**config.mk**
```make
export PLATFORM = sky130hd
export DESIGN_NAME = pc_fetch_ctrl
export DESIGN_NICKNAME = d
export VERILOG_FILES = /design/src/rtl/cpu_pkg.sv /design/src/rtl/next_pc_sel.sv /design/src/rtl/pc_fetch_ctrl.sv
export SDC_FILE = /design/constraint.sdc
export NUM_CORES = 1
export LEC_CHECK = 0
export ABC_AREA = 1
export BUFFER_PORTS_ARGS = -buffer_cell sky130_fd_sc_hd__buf_4
export CORE_ASPECT_RATIO = 0.7
export CORE_MARGIN = 10
export CORE_UTILIZATION = 30
export CTS_CLUSTER_DIAMETER = 200
export DETAILED_ROUTE_END_ITERATION = 10
export GPL_TIMING_DRIVEN = 0
export PLACE_DENSITY_LB_ADDON = 0.1
export SYNTH_ARGS = -nofsm -noshare
export SYNTH_HDL_FRONTEND = slang
export SYNTH_SLANG_ARGS = --single-unit
```
**constraint.sdc**
```tcl
create_clock -name clk -period 8.2 [get_ports clk]
set_clock_uncertainty 0.1 [all_clocks]
set_input_delay 0.41 -clock clk [delete_from_list [all_inputs] [get_ports clk]]
set_output_delay 0.41 -clock clk [all_outputs]
set_load 0.03 [all_outputs]
```
**src/rtl/cpu_pkg.sv**
```systemverilog
// Shared types and widths for the fetch front end.
// State encoding, field widths and immediate sign-extension helper.
package cpu_pkg;

    localparam int WORD_W  = 32;
    localparam int IMM_W   = 16;
    localparam int JADDR_W = 26;

    typedef enum logic [1:0] {
        BOOT  = 2'd0,
        RUN   = 2'd1,
        HALT  = 2'd2,
        FAULT = 2'd3
    } state_t;

    function automatic logic [WORD_W-1:0] sext_imm(
        input logic [IMM_W-1:0] imm
    );
        return {{(WORD_W-IMM_W){imm[IMM_W-1]}}, imm};
    endfunction

endpackage

```
**src/rtl/next_pc_sel.sv**
```systemverilog
// Next-PC priority mux: halt > jump_reg > jump > branch > sequential.
// Ports: pc_plus1 and redirect inputs in; next_pc and halt_sel out.
module next_pc_sel
    import cpu_pkg::*;
(
    input  logic [WORD_W-1:0]  pc,
    input  logic [WORD_W-1:0]  pc_plus1,
    input  logic               halt,
    input  logic               jump_reg,
    input  logic [WORD_W-1:0]  rs_value,
    input  logic               jump,
    input  logic [JADDR_W-1:0] jump_address,
    input  logic               branch_taken,
    input  logic [IMM_W-1:0]   immediate,
    output logic [WORD_W-1:0]  next_pc,
    output logic               halt_sel
);

    logic [WORD_W-1:0] jmp_tgt;
    logic [WORD_W-1:0] br_tgt;

    // Jump keeps the upper region bits of the sequential address.
    assign jmp_tgt = {pc_plus1[WORD_W-1:JADDR_W], jump_address};
    assign br_tgt  = pc_plus1 + sext_imm(immediate);

    always_comb begin
        next_pc  = pc_plus1;
        halt_sel = 1'b0;
        priority case (1'b1)
            halt: begin
                next_pc  = pc;
                halt_sel = 1'b1;
            end
            jump_reg:     next_pc = rs_value;
            jump:         next_pc = jmp_tgt;
            branch_taken: next_pc = br_tgt;
            default:      next_pc = pc_plus1;
        endcase
    end

endmodule

```
**src/rtl/pc_fetch_ctrl.sv**
```systemverilog
// PC register, fetch FSM and fetched-instruction counter.
// Ports: redirect/stall/halt in; pc, pc_plus1, status, fetch_count out.
module pc_fetch_ctrl
    import cpu_pkg::*;
#(
    parameter logic [31:0] RESET_PC   = 32'd0,
    parameter int          IMEM_DEPTH = 32
) (
    input  logic               clk,
    input  logic               rst_n,
    input  logic               stall,
    input  logic               branch_taken,
    input  logic [IMM_W-1:0]   immediate,
    input  logic               jump,
    input  logic [JADDR_W-1:0] jump_address,
    input  logic               jump_reg,
    input  logic [WORD_W-1:0]  rs_value,
    input  logic               halt,
    output logic [WORD_W-1:0]  pc,
    output logic [WORD_W-1:0]  pc_plus1,
    output logic               fetch_valid,
    output logic               halted,
    output logic               fault,
    output logic [WORD_W-1:0]  fetch_count
);

    localparam logic [WORD_W-1:0] DEPTH = WORD_W'(IMEM_DEPTH);

    state_t            state_q, state_d;
    logic [WORD_W-1:0] pc_q, pc_d;
    logic [WORD_W-1:0] cnt_q, cnt_d;
    logic [WORD_W-1:0] next_pc;
    logic              halt_sel;

    assign pc_plus1 = pc_q + 32'd1;

    next_pc_sel u_sel (
        .pc           (pc_q),
        .pc_plus1     (pc_plus1),
        .halt         (halt),
        .jump_reg     (jump_reg),
        .rs_value     (rs_value),
        .jump         (jump),
        .jump_address (jump_address),
        .branch_taken (branch_taken),
        .immediate    (immediate),
        .next_pc      (next_pc),
        .halt_sel     (halt_sel)
    );

    always_ff @(posedge clk or negedge rst_n) begin
        if (!rst_n) begin
            state_q <= BOOT;
            pc_q    <= RESET_PC;
            cnt_q   <= '0;
        end else begin
            state_q <= state_d;
            pc_q    <= pc_d;
            cnt_q   <= cnt_d;
        end
    end

    always_comb begin
        state_d = state_q;
        pc_d    = pc_q;
        cnt_d   = cnt_q;
        unique case (state_q)
            BOOT: state_d = RUN;
            RUN: begin
                if (!stall) begin
                    cnt_d = cnt_q + 32'd1;
                    if (halt_sel) begin
                        state_d = HALT;
                    end else begin
                        // Out-of-range target is kept in pc for debug.
                        pc_d = next_pc;
                        if (next_pc >= DEPTH)
                            state_d = FAULT;
                    end
                end
            end
            HALT:  state_d = HALT;
            FAULT: state_d = FAULT;
            default: state_d = BOOT;
        endcase
    end

    assign pc          = pc_q;
    assign fetch_count = cnt_q;
    assign fetch_valid = (state_q == RUN);
    assign halted      = (state_q == HALT);
    assign fault       = (state_q == FAULT);

endmodule

```
# Yosys cells after proc, flatten, opt, wreduce, memory -nomap -nowiden
# Index checks and enable logic that the tools add are counted.
dict set report word_totals {
  latchBits 0
  memories 0
  ff_bits 66
  out_inout_bits 99
  ram_bits 0
  wordCells 27
  romBits 0
}
dict set report classes {
  n_eq_ne 5
  order_cmp 1
  n_addsub 3
  multipliers 0
  div_mod_pow 0
  n_reduce_logical 4
  muxes 9
  n_bitwise 2
  shift 0
}
# cell count
set ops {}
lappend ops {{$mux W32} 4}
lappend ops {{$add A32 B1 Y32 const B} 2}
lappend ops {{$add A32 B32 Y32} 1}
lappend ops {{$ge A32 B6 Y1 const B} 1}
lappend ops {{$pmux W2 S4} 1}
lappend ops {{$mux W2} 3}
lappend ops {{$eq A2 B2 Y1 const B} 2}
lappend ops {{$reduce_and A2 Y1} 2}
lappend ops {{$ne A3 B1 Y1 const B} 1}
lappend ops {{$reduce_and A3 Y1} 1}
lappend ops {{$eq A2 B1 Y1 const B} 1}
lappend ops {{$logic_not A2 Y1} 1}
lappend ops {{$ne A2 B2 Y1 const B} 1}
lappend ops {{$not A1 Y1} 2}
lappend ops {{$mux W1} 1}

# Depth between registers and ports, before layout
dict set report logic_depth {
  depth_word 11
  ltp_mapped 30
}

# By module
# A second synthesis with hierarchy kept.
dict set report unflattened {
  cells_unflattened 1281
  hier_area_um2 7537.2
}
# module cells_per_inst n_inst area_per_inst_um2
set modules_own_cells {}
lappend modules_own_cells {pc_fetch_ctrl 551 1 4020.1}
lappend modules_own_cells {next_pc_sel 730 1 3517.1}

# Least setup slack after synthesis
# Ideal clock, no wire load.
dict set report synth_timing {
  path_kind {flip-flop to flip-flop}
  start {reg pc_q[0], in the netlist pc[0]}
  end {reg state_q[1]}
  setup_time_ns 0.118
  path_stages_with_launch 27
  arrival_ns 3.580
  period_less_slack_ns 3.799
  slack_ns 4.401
  required_ns 7.982
  path_buffers 1
  path_cell_list {dfrtp_1 -> ha_1 -> buf_2 -> nand3_1 -> inv_2 -> nand2_1 -> nor2_1 -> xor2_1 -> ha_1 -> nand2_1 -> inv_1 -> nand2_1 -> inv_1 -> a21oi_1 -> nor2_1 -> nor2_1 -> nand3_1 -> nand3_1 -> nand2_1 -> nand2_1 -> nand2_1 -> clkinv_1 -> nand3_1 -> nor2_1 -> nand3_1 -> nand2_1 -> nand2_1}
}
dict set report synth_between {
  elab_chain_len 9
}
# item line_no
set synth_lines {}
lappend synth_lines {{start: declaration} pc_fetch_ctrl.sv:30} ;# logic [WORD_W-1:0] pc_q, pc_d;
lappend synth_lines {{start signal: assignment} pc_fetch_ctrl.sv:58} ;# pc_q <= pc_d;
lappend synth_lines {{$add A32 B1 Y32 (*)} pc_fetch_ctrl.sv:35} ;# assign pc_plus1 = pc_q + 32'd1;
lappend synth_lines {{named net pc_plus1[16]} pc_fetch_ctrl.sv:20} ;# output logic [WORD_W-1:0] pc_plus1,
lappend synth_lines {{$add A32 B32 Y32} next_pc_sel.sv:24} ;# assign br_tgt = pc_plus1 + sext_imm(immediate);
lappend synth_lines {{$mux W32 (*) (4 in a row)} next_pc_sel.sv:29} ;# priority case (1'b1)
lappend synth_lines {{$ge A32 B6 Y1 (*)} pc_fetch_ctrl.sv:77} ;# if (next_pc >= DEPTH)
lappend synth_lines {{$ne A3 B1 Y1 (no source line) (*)} --}
lappend synth_lines {{$reduce_and A2 Y1 (no source line) (*)} --}
lappend synth_lines {{end signal: assignment} pc_fetch_ctrl.sv:57} ;# state_q <= state_d;
lappend synth_lines {{end: declaration} pc_fetch_ctrl.sv:29} ;# state_t state_q, state_d;
# The timed path passes the listed nets; every way through them passes the cells marked *.
# A chain may end at the register's enable or synchronous reset.

# Final worst setup path
dict set report layout_timing {
  start {reg pc_q[20], in the netlist pc[20]}
  end {reg state_q[1]}
}
dict set report layout_between {
  elab_chain_len 9
}
# item line_no
set layout_lines {}
lappend layout_lines {{$add A32 B1 Y32} pc_fetch_ctrl.sv:35}
lappend layout_lines {{$add A32 B32 Y32} next_pc_sel.sv:24}
lappend layout_lines {{$mux W32 (3 in a row)} next_pc_sel.sv:29}
lappend layout_lines {{$mux W32 (*)} next_pc_sel.sv:29}
lappend layout_lines {{$ge A32 B6 Y1 (*)} pc_fetch_ctrl.sv:77}
lappend layout_lines {{$ne A3 B1 Y1 (no source line) (*)} --}
lappend layout_lines {{$reduce_and A2 Y1 (no source line) (*)} --}
# Every way passes the cells marked *; elsewhere a longest branch is shown, timed or not.

==> flow_metrics.tcl <==
set metrics [dict create \
    met3_usage_pct 5.71 \
    track_usage_pct 21.0 \
    start_util_pct 30.7 \
    tightest_slew_ns 0.895 \
    critPathCaptureType "flip-flop" \
    diodes 0 \
    cts_repair_resize_count 0 \
    synth_fp_nets 1389 \
    grt_busiest_layer "met1" \
    cts.sinks 66 \
    dr.pass1.iters 6 \
    multi_input_area_sq_um 4800 \
    post_cts_buffers 0 \
    gp_congestion 0.944 \
    via_count 8698 \
    synthFlopType "dfrtp_1" \
    drt_wl_total_microns 33100 \
    grt_pass1_wl_microns 50000 \
    rsz0062_at_grt "no" \
    maxSlewViolCount 0 \
    finalInstanceArea_sq_um 9330 \
    cts_buffers 9 \
    ys_ff_latch 66 \
    drc 0 \
    avgSynthCellArea_sq_um 5.75 \
    cts_tree "built" \
    worstPathMaxFanout 6 \
    reg2regPathDepth 24 \
    p_sw_share_pct 36.3 \
    synth_edf_count 0 \
    use_met2_pct 27.7 \
    status "finished, final reports clean" \
    viasPerCell 4.88 \
    finalSetupTns_ns 0 \
    intPower_mw 0.711 \
    ys_warn_count 0 \
    drive_gt1_share_pct 15.8 \
    power.switching_mw 0.406 \
    hold_viol_final 0 \
    fill_cells 2663 \
    grt.overflow.total 0 \
    crit_type "reg -> reg" \
    syn2layout_area_growth_pct 27.5 \
    cts_buffer_depth 2 \
    io_pins 180 \
    yosysMostFrequentCell "nand2_1" \
    clk_pin_slew_ns 0.06 \
    power_leakage_nw 5.19 \
    netlist_top_cells_count "457 x nand2_1, 195 x inv_1, 130 x nor2_1, 103 x nand3_1, 66 x dfrtp_1" \
    fin_nets 1576 \
    timing.fmax_mhz 227 \
    period_minus_slack_ns 4.40 \
    synth_top_cell_area_share_pct 23.4 \
    synth_area_sq_um 7320 \
    synth_area_leaders "nand2_1 23%, dfrtp_1 23%, inv_1 10%" \
    dpl-instance-area_sq_um 9040 \
    setup_viol 0 \
    p_seq_share_pct 31.5 \
    power_density_nw_per_um2 120 \
    met1_usage_pct 33.3 \
    drv_cap 0 \
    clock_latency_ns 0.32 \
    rows 47 \
    ctsHoldBuffers 0 \
    yosysTopAreaCell "nand2_1" \
    max-slew-margin-rel_pct 40.4 \
    core-area_sq_um 23800 \
    wire_per_inst_microns 18.6 \
    yosys.cell_types.count 45 \
    antenna_found_initial 0 \
    die_h_microns 151 \
    combPwrFrac_pct 33.9 \
    grt_pass1_vias 8173 \
    synth_cells 1273 \
    ant_nets 0 \
    clock_power_share_pct 34.6 \
    grt_max_degree 67 \
    hp-class "in -> async" \
    async_flop_share_pct 100 \
    yosysSeqAreaShare_pct 22.6 \
    startpoint_type "flip-flop" \
    hpwl_microns 28200 \
    seq_area_sq_um 1650 \
    dr.first_iter.drc_count 1007 \
    htreeDepth 3 \
    period_share_pct 53.6 \
    crit_arrival_ns 4.51 \
    ir_worst_vdd_mv 0.107 \
    die_width_microns 207 \
    fp.dieArea_sq_um 31200 \
    clockRootBuffer "clkbuf_16" \
    io_buffers 176 \
    critPathRequiredTime_ns 8.31 \
]
power by group through the flow:
stage | Combinational, mW | Sequential (mW) | Clock, mW
global route | 0.424 | 0.353 | 0.414
global placement | 0.373 | 0.357 | 0
CTS | 0.377 | 0.351 | 0.397
detailed placement | 0.375 | 0.357 | 0
floorplan | 0.210 | 0.369 | 0
finish | 0.378 | 0.351 | 0.387
metrics by stage:
step | total power [mW] | setup WS [ns] | instances | hold WS, ns | util (%)
CTS | 1.12 | 3.94 | 1781 | 0.155 | 39.2
global route | 1.19 | 3.38 | 1781 | 0.166 | 39.2
finish | 1.12 | 3.80 | 1781 | 0.0993 | 39.2
floorplan | 0.579 | 4.40 | 1273 | 0.0144 | -
detailed placement | 0.732 | 3.94 | 1767 | 0.378 | 38.0
global placement | 0.730 | 3.85 | 1767 | 0.367 | 38.0
cells in the final DEF, fill, tap and decap left out, types with 2 or more instances in the layout:
cell       instances
ha_1              34
or2_2             12
clkinv_2           2
o21ai_1            5
nand3b_1           8
xor2_1            30
nand2_1          457
buf_2              2
nor3_2             3
a211oi_1           3
o21bai_1           5
dfrtp_1           66
a21oi_1           63
buf_4            177
nor3_1            19
clkinv_1           3
nand3_2            2
nand4_1           22
inv_1            195
inv_2              5
clkbuf_8           2
nor2_4             2
o21ai_0           38
nor2_2             6
or2_1              2
nor2_1           130
xnor2_1           14
and2_1             2
nand3_1          103
clkbuf_1          21
nor2_8             2
a31oi_1            3
clkbuf_16          9
state kept, by name, indices dropped and copies added (netlist names):
register and cells:
fetch_count 32, pc 32, state_q 2
cells by family after synthesis:
group                      synth area share (%)
AOI/OAI and AO/OA                          8.84
and+or+nand+nor                            45.4
xor gates and xnor gates                   5.26
DFF                                        22.6
buffers and inverters                      11.8
adders and majority gates                  6.08
path summary, 6_finish.rpt:
path / start / to / slack, ns
min in group clk: rs_value[4] / pc[4] / 0.27
worst min register to register: fetch_count[31] / fetch_count[31] / 0.38
worst max-delay path: pc[20] / state_q[1] / 3.80
worst min-delay path: rst_n / fetch_count[11] / 0.1
max in group asynchronous: rst_n / fetch_count[31] / 7.30
worst max register to register: pc[20] / state_q[1] / 3.80
layout make-up:
cell class	instances	share of cell area [%]
Clock buffer	11	2.71
Clock inverter	3	0.429
Multi-Input combinational cell	978	51.5
Timing Repair Buffer	176	14.2
Inverter	203	8.16
Buffer	26	1.13
Tap cell	318	4.26
Sequential cell	66	17.7
critical path, stage by stage (launching register included):
cell and delay [ns]:
dfrtp_1 0.53, nand2_1 0.16, nor3_2 0.27, nand2_1 0.08
nor2_1 0.19, nand3_1 0.15, and2_1 0.25, ha_1 0.39
nand2_1 0.16, nor2_1 0.27, nand2_1 0.20, nor2_1 0.13
nand2_1 0.11, nand4_1 0.14, nand3_1 0.11, nand2_1 0.16
nand2_1 0.08, nand2_1 0.09, nand2_1 0.05, nor2_1 0.09
nand3_1 0.13, nand2_1 0.09, nand3_1 0.18, nand2_1 0.11
nand2_1 0.05
per-layer routing:
layer,wire (microns),vias to the layer above
li1,-,4367
met1,17100,3968
met2,12300,355
met3,3460,8
met4,140,0
met5,0,-
(Power assumes the default switching activity.)
